==> src/rtl/vga_timing_gen.sv <==
// vga_timing_gen: parameterised VGA raster timing generator.
// Counts pixels/lines on the pixel clock-enable and decodes sync, display
// area and line/frame strobes, each registered one ce behind the counters.
// Optional feature macro: VGA_FRAME_COUNT_EN adds an 8-bit frame_count
// output that increments on every registered frame_start.
module vga_timing_gen #(
  parameter int H_ACTIVE = 640,
  parameter int H_FP     = 16,
  parameter int H_SYNC   = 96,
  parameter int H_BP     = 48,
  parameter int V_ACTIVE = 480,
  parameter int V_FP     = 10,
  parameter int V_SYNC   = 2,
  parameter int V_BP     = 33,
  parameter bit HS_POL   = 1'b0,
  parameter bit VS_POL   = 1'b0,
  parameter int CNT_W    = 10
) (
  input  logic             VGA_clk,
  input  logic             reset,
  input  logic             pix_ce,
  output logic             VGA_Hsync,
  output logic             VGA_Vsync,
  output logic             DisplayArea,
  output logic             blank_n,
  output logic [CNT_W-1:0] xCounter,
  output logic [CNT_W-1:0] yCounter,
  output logic             line_start,
  output logic             frame_start
`ifdef VGA_FRAME_COUNT_EN
  ,
  output logic [7:0]       frame_count
`endif
);

  localparam int H_TOTAL = H_ACTIVE + H_FP + H_SYNC + H_BP;
  localparam int V_TOTAL = V_ACTIVE + V_FP + V_SYNC + V_BP;

  // Bad timing parameters are rejected at elaboration.
  if (H_ACTIVE < 1 || H_FP < 1 || H_SYNC < 1 || H_BP < 1 ||
      V_ACTIVE < 1 || V_FP < 1 || V_SYNC < 1 || V_BP < 1 ||
      CNT_W < 1 || CNT_W > 30 ||
      (H_TOTAL - 1) >= (1 << CNT_W) || (V_TOTAL - 1) >= (1 << CNT_W)) begin : g_param_err
    $error("vga_timing_gen: illegal timing parameters or CNT_W too small");
  end

  // Decode thresholds pre-sized to the counter width so every compare is
  // same-width and exact.
  localparam logic [CNT_W-1:0] H_LAST   = CNT_W'(H_TOTAL - 1);
  localparam logic [CNT_W-1:0] V_LAST   = CNT_W'(V_TOTAL - 1);
  localparam logic [CNT_W-1:0] H_ACT    = CNT_W'(H_ACTIVE);
  localparam logic [CNT_W-1:0] V_ACT    = CNT_W'(V_ACTIVE);
  localparam logic [CNT_W-1:0] HS_BEG   = CNT_W'(H_ACTIVE + H_FP);
  localparam logic [CNT_W-1:0] HS_END   = CNT_W'(H_ACTIVE + H_FP + H_SYNC);
  localparam logic [CNT_W-1:0] VS_BEG   = CNT_W'(V_ACTIVE + V_FP);
  localparam logic [CNT_W-1:0] VS_END   = CNT_W'(V_ACTIVE + V_FP + V_SYNC);

  logic [CNT_W-1:0] x_q, x_d;
  logic [CNT_W-1:0] y_q, y_d;
  logic             hs_q, hs_d;
  logic             vs_q, vs_d;
  logic             de_q, de_d;
  logic             ls_q, ls_d;
  logic             fs_q, fs_d;

  // Next state: counters advance and decodes sample the pre-update position
  // only on pix_ce; strobes drop whenever ce is low.
  always_comb begin
    x_d  = x_q;
    y_d  = y_q;
    hs_d = hs_q;
    vs_d = vs_q;
    de_d = de_q;
    ls_d = 1'b0;
    fs_d = 1'b0;
    if (pix_ce) begin
      if (x_q == H_LAST) begin
        x_d = '0;
        y_d = (y_q == V_LAST) ? '0 : y_q + 1'b1;
      end else begin
        x_d = x_q + 1'b1;
      end
      de_d = (x_q < H_ACT) && (y_q < V_ACT);
      hs_d = ((x_q >= HS_BEG) && (x_q < HS_END)) ? HS_POL : ~HS_POL;
      vs_d = ((y_q >= VS_BEG) && (y_q < VS_END)) ? VS_POL : ~VS_POL;
      ls_d = (x_q == '0);
      fs_d = (x_q == '0) && (y_q == '0);
    end
  end

  // Raster state register; reset parks syncs at their inactive level.
  always_ff @(posedge VGA_clk or posedge reset) begin
    if (reset) begin
      x_q  <= '0;
      y_q  <= '0;
      hs_q <= ~HS_POL;
      vs_q <= ~VS_POL;
      de_q <= 1'b0;
      ls_q <= 1'b0;
      fs_q <= 1'b0;
    end else begin
      x_q  <= x_d;
      y_q  <= y_d;
      hs_q <= hs_d;
      vs_q <= vs_d;
      de_q <= de_d;
      ls_q <= ls_d;
      fs_q <= fs_d;
    end
  end

`ifdef VGA_FRAME_COUNT_EN
  logic [7:0] fc_q, fc_d;

  // Frame counter bumps in the same clock that frame_start is registered.
  always_comb begin
    fc_d = fc_q;
    if (fs_d) fc_d = fc_q + 8'd1;
  end

  // Frame counter register, wraps naturally at 256.
  always_ff @(posedge VGA_clk or posedge reset) begin
    if (reset) fc_q <= 8'd0;
    else       fc_q <= fc_d;
  end

  assign frame_count = fc_q;
`endif

  assign xCounter    = x_q;
  assign yCounter    = y_q;
  assign VGA_Hsync   = hs_q;
  assign VGA_Vsync   = vs_q;
  assign DisplayArea = de_q;
  assign blank_n     = de_q;
  assign line_start  = ls_q;
  assign frame_start = fs_q;

endmodule
==> config.mk <==
export PLATFORM = sky130hd
export DESIGN_NAME = vga_timing_gen
export DESIGN_NICKNAME = d
export VERILOG_FILES = /design/src/rtl/vga_timing_gen.sv
export SDC_FILE = /design/constraint.sdc
export NUM_CORES = 1
export LEC_CHECK = 0
export CAP_MARGIN = 20
export CORE_MARGIN = 2
export CORE_UTILIZATION = 40
export CTS_CLUSTER_SIZE = 30
export DETAILED_ROUTE_END_ITERATION = 10
export PLACE_DENSITY = 0.68
export SLEW_MARGIN = 20
export SYNTH_ARGS = -nofsm -noshare
export SYNTH_HDL_FRONTEND = slang
export SYNTH_SLANG_ARGS = --single-unit
==> constraint.sdc <==
create_clock -name VGA_clk -period 2.3 [get_ports VGA_clk]
set_clock_uncertainty 0.2 [all_clocks]
set_input_delay 0.69 -clock VGA_clk [delete_from_list [all_inputs] [get_ports VGA_clk]]
set_output_delay 0.69 -clock VGA_clk [all_outputs]
set_load 0.01 [all_outputs]
==> results.yml <==
run_status:
  status: "finished, final reports clean"
clock_tree:
  clock-sinks: 25
  cts_made_buffers: 3
  cts_tree: "yes"
  ctsRootBufferMaster: "clkbuf_4"
  clock_latency_ns: 0.33
  cts-htree-levels: 1
  cts.reportedPaths.clkPinSlew_ns: 0.15
  clock_tree.buffer_depth: 2
  cts.hold.buffers_added: 0
hold_path:
  hold_path.class: "flip-flop to flip-flop"
die:
  die_w_um: 61.9
  core_area_mm2: 0.00328
  initial_core_util_pct: 40.8
  die_ht_um: 61.9
  floorplan.io_pins: 29
  placementRows: 21
  design.die.area_mm2: 0.00383
cells_and_area:
  num-fill-cells: 296
  post_route_cells_drive_above_1_share_pct: 22.3
  layout.cells.most_common_list: "25 x clkdlybuf4s50_1, 16 x buf_4, 15 x nand3_1"
  layout-area-overhead-vs-synth_pct: 33.2
  final_common_cell: "clkdlybuf4s50_1"
  multi_input_gate_area_in_the_final_layout_um2: 627
  fin_nets: 183
  stdcell_area_mm2: 0.00179
  final_cell_count_no_fill: 221
  regArea_um2: 644
  antenna_cells_inserted: 0
logic_synthesis:
  synth_warnings: 0
  syn_avg_cell_area_um2: 9.93
  syn_inst: 135
  synth-edff-count: 0
  synth_fp_nets: 142
  async_flop_share_pct: 100
  yosysSeqAreaShare_pct: 46.9
  synthFlopType: "dfrtp_1"
  synth-seq-cells: 25
  netlist_area_mm2: 0.00134
  ys_types: 38
power:
  totalPowerFinal_w: 0.00100
  peakVddDrop_uv: 248
  total_leakage_power_nw: 0.811
  p_per_area_mw_per_mm2: 560
sta:
  minimum_period_implied_by_the_final_worst_setup_slack_ns: 2.24
  worst_slew_pin_slew_ns: 0.322
  maxSlewViolCount: 0
  final-hold-violation-count: 0
  hold_ws_ns: 0.301
  max_clock_freq_mhz: 446
  final-setup-viol-count: 0
  period_utilization_pct: 97.4
  fin_ws_ns: 0.0591
  max_slew_margin_pct: 78.3
global_route:
  antenna_found_initial: 0
  grt_usage_pct: 17.5
  grt-ovfl-total: 0
  grt_pass1_wl_mm: 4.89
  first_global_vias: 1050
  grt_max_degree: 26
routing:
  wirelength_met1_mm: 1.41
  post_route_drc_violation_count: 0
  top_layer: "met4"
  metal3_wl_um: 81
  post_drt_wl_per_cell_um: 13.5
  dr_total_vias: 1154
  met2WireLength_mm: 1.42
  detail_route.first_pass.iterations: 4
  routed_via_density: 5.22
  ant_nets: 0
  drt-initial-drc-count: 35
  postRouteWirelength_mm: 2.98
worst_setup_path:
  cp_max_fo: 8
  reg2reg_setup_slack_ns: 0.29
  startpoint: "xCounter[4]"
  rr_worst_depth: 8
  startpoint_of_the_worst_slack_reg_to_reg_timing_path: "yCounter[1]"
  worstPathCellList: "clkdlybuf4s50_1"
  cp.required_ns: 1.41
  cpPeakStageDelay_ns: 0.56
  critPathSlowestCell: "clkdlybuf4s50_1"
  cp_num_buf_inv: 1
  top_family_by_delay_on_critical_path: "buffers and inverters"
  worst_ep_arrival_time_ns: 1.35
  crit_path_start_kind: "flip-flop"
  timing.critical_path.to: "xCounter[4]"
  regToRegEndpoint: "yCounter[9]"
  worstSetupPathType: "flip-flop to output pin"
  endpoint_type_of_the_worst_setup_path: "output pin"
  critical_path_cell_count: 1
placement:
  place_area_mm2: 0.00168
  port_buffers: 28
  numPlacedInstances: 209
  place_congestion: 0.880
  dp_hpwl_mm: 2.07
  dp_worst_setup_slack_ns: -0.115
run:
  timing.max_cap.violations: 0
## how the worst min path moves through the flow
| stage | from | end | slack (ns) | depth (start not counted) |
|---|---|---|---|---|
| 4_1_cts | VGA_Vsync | VGA_Vsync | 0.30 | 2 |
| 6_report | VGA_Hsync | VGA_Hsync | 0.30 | 2 |
| 5_1_grt | VGA_Vsync | VGA_Vsync | 0.32 | 2 |
| 2_1_floorplan | VGA_Hsync | VGA_Hsync | 0.29 | 2 |
| 3_3_place_gp | VGA_Vsync | VGA_Vsync | 0.28 | 2 |
| 3_5_place_dp | VGA_Vsync | VGA_Vsync | 0.28 | 2 |
## worst register-to-register path, delay by kind of cell, from the launching register on
family | cells | cell delay [ns]
flops | 1 | 0.47
simple gates | 2 | 0.41
buf+inv | 3 | 0.40
compound gates | 2 | 0.31
fa+ha+maj | 1 | 0.14
## cell families after synthesis
logic type / synth area share, %
compound gates: 7.75
buf+inv: 6.35
simple gates: 27.6
flops: 46.9
mux: 1.12
fa+ha+maj: 3.73
xor+xnor: 6.54
## state kept, by name, summed over array words and instances (netlist names)
register,flops
VGA_Vsync,1
line_start,1
xCounter,10
VGA_Hsync,1
yCounter,10
frame_start,1
DisplayArea,1
## metal layers
layer / vias up / global-route usage (%)
li1: 564 / -
met1: 558 / 24.0
met2: 26 / 27.4
met3: 6 / 3.11
met4: 0 / 7.60
met5: - / 0
## Yosys cell counts, types with 4 or more instances
cell,number,area (um^2)
xnor2_1,6,52.6
nand2_1,5,18.8
nor2_1,8,30.0
nand4_1,6,37.5
dfrtp_1,23,576
nand3_1,15,75.1
ha_1,4,50.1
and3_1,8,50.1
nor3_1,4,20.0
o21ai_0,7,35.0
xor2_1,4,35.0
inv_1,7,26.3
## power by group
group / switching [W] / internal, W / leakage, nW
clock network: 0.000145 / 0.0000667 / 0.0139
logic: 0.000110 / 0.000137 / 0.500
registers: 0.0000551 / 0.000486 / 0.297
## stage by stage
step | util (%) | TNS [ns]
after detailed placement | 51.1 | -0.829
after global placement | 51.1 | -0.589
after global routing | 54.4 | -0.00883
after CTS | 52.2 | 0
after floorplan | - | 0
final | 54.4 | 0
## area by class of cell
class	count	area share (%)
Sequential cell	25	36.1
Multi-Input combinational cell	95	35.1
Timing Repair Buffer	44	22.4
Tap cell	46	3.22
Inverter	7	1.47
Clock buffer	3	1.26
Clock inverter	1	0.420
## what timing repair did
item                       in CTS  in global routing
buffers inserted                0                  8
setup endpoints to repair       9                 12
resized for setup               9                  7
Power figures use the tool's default switching activity.
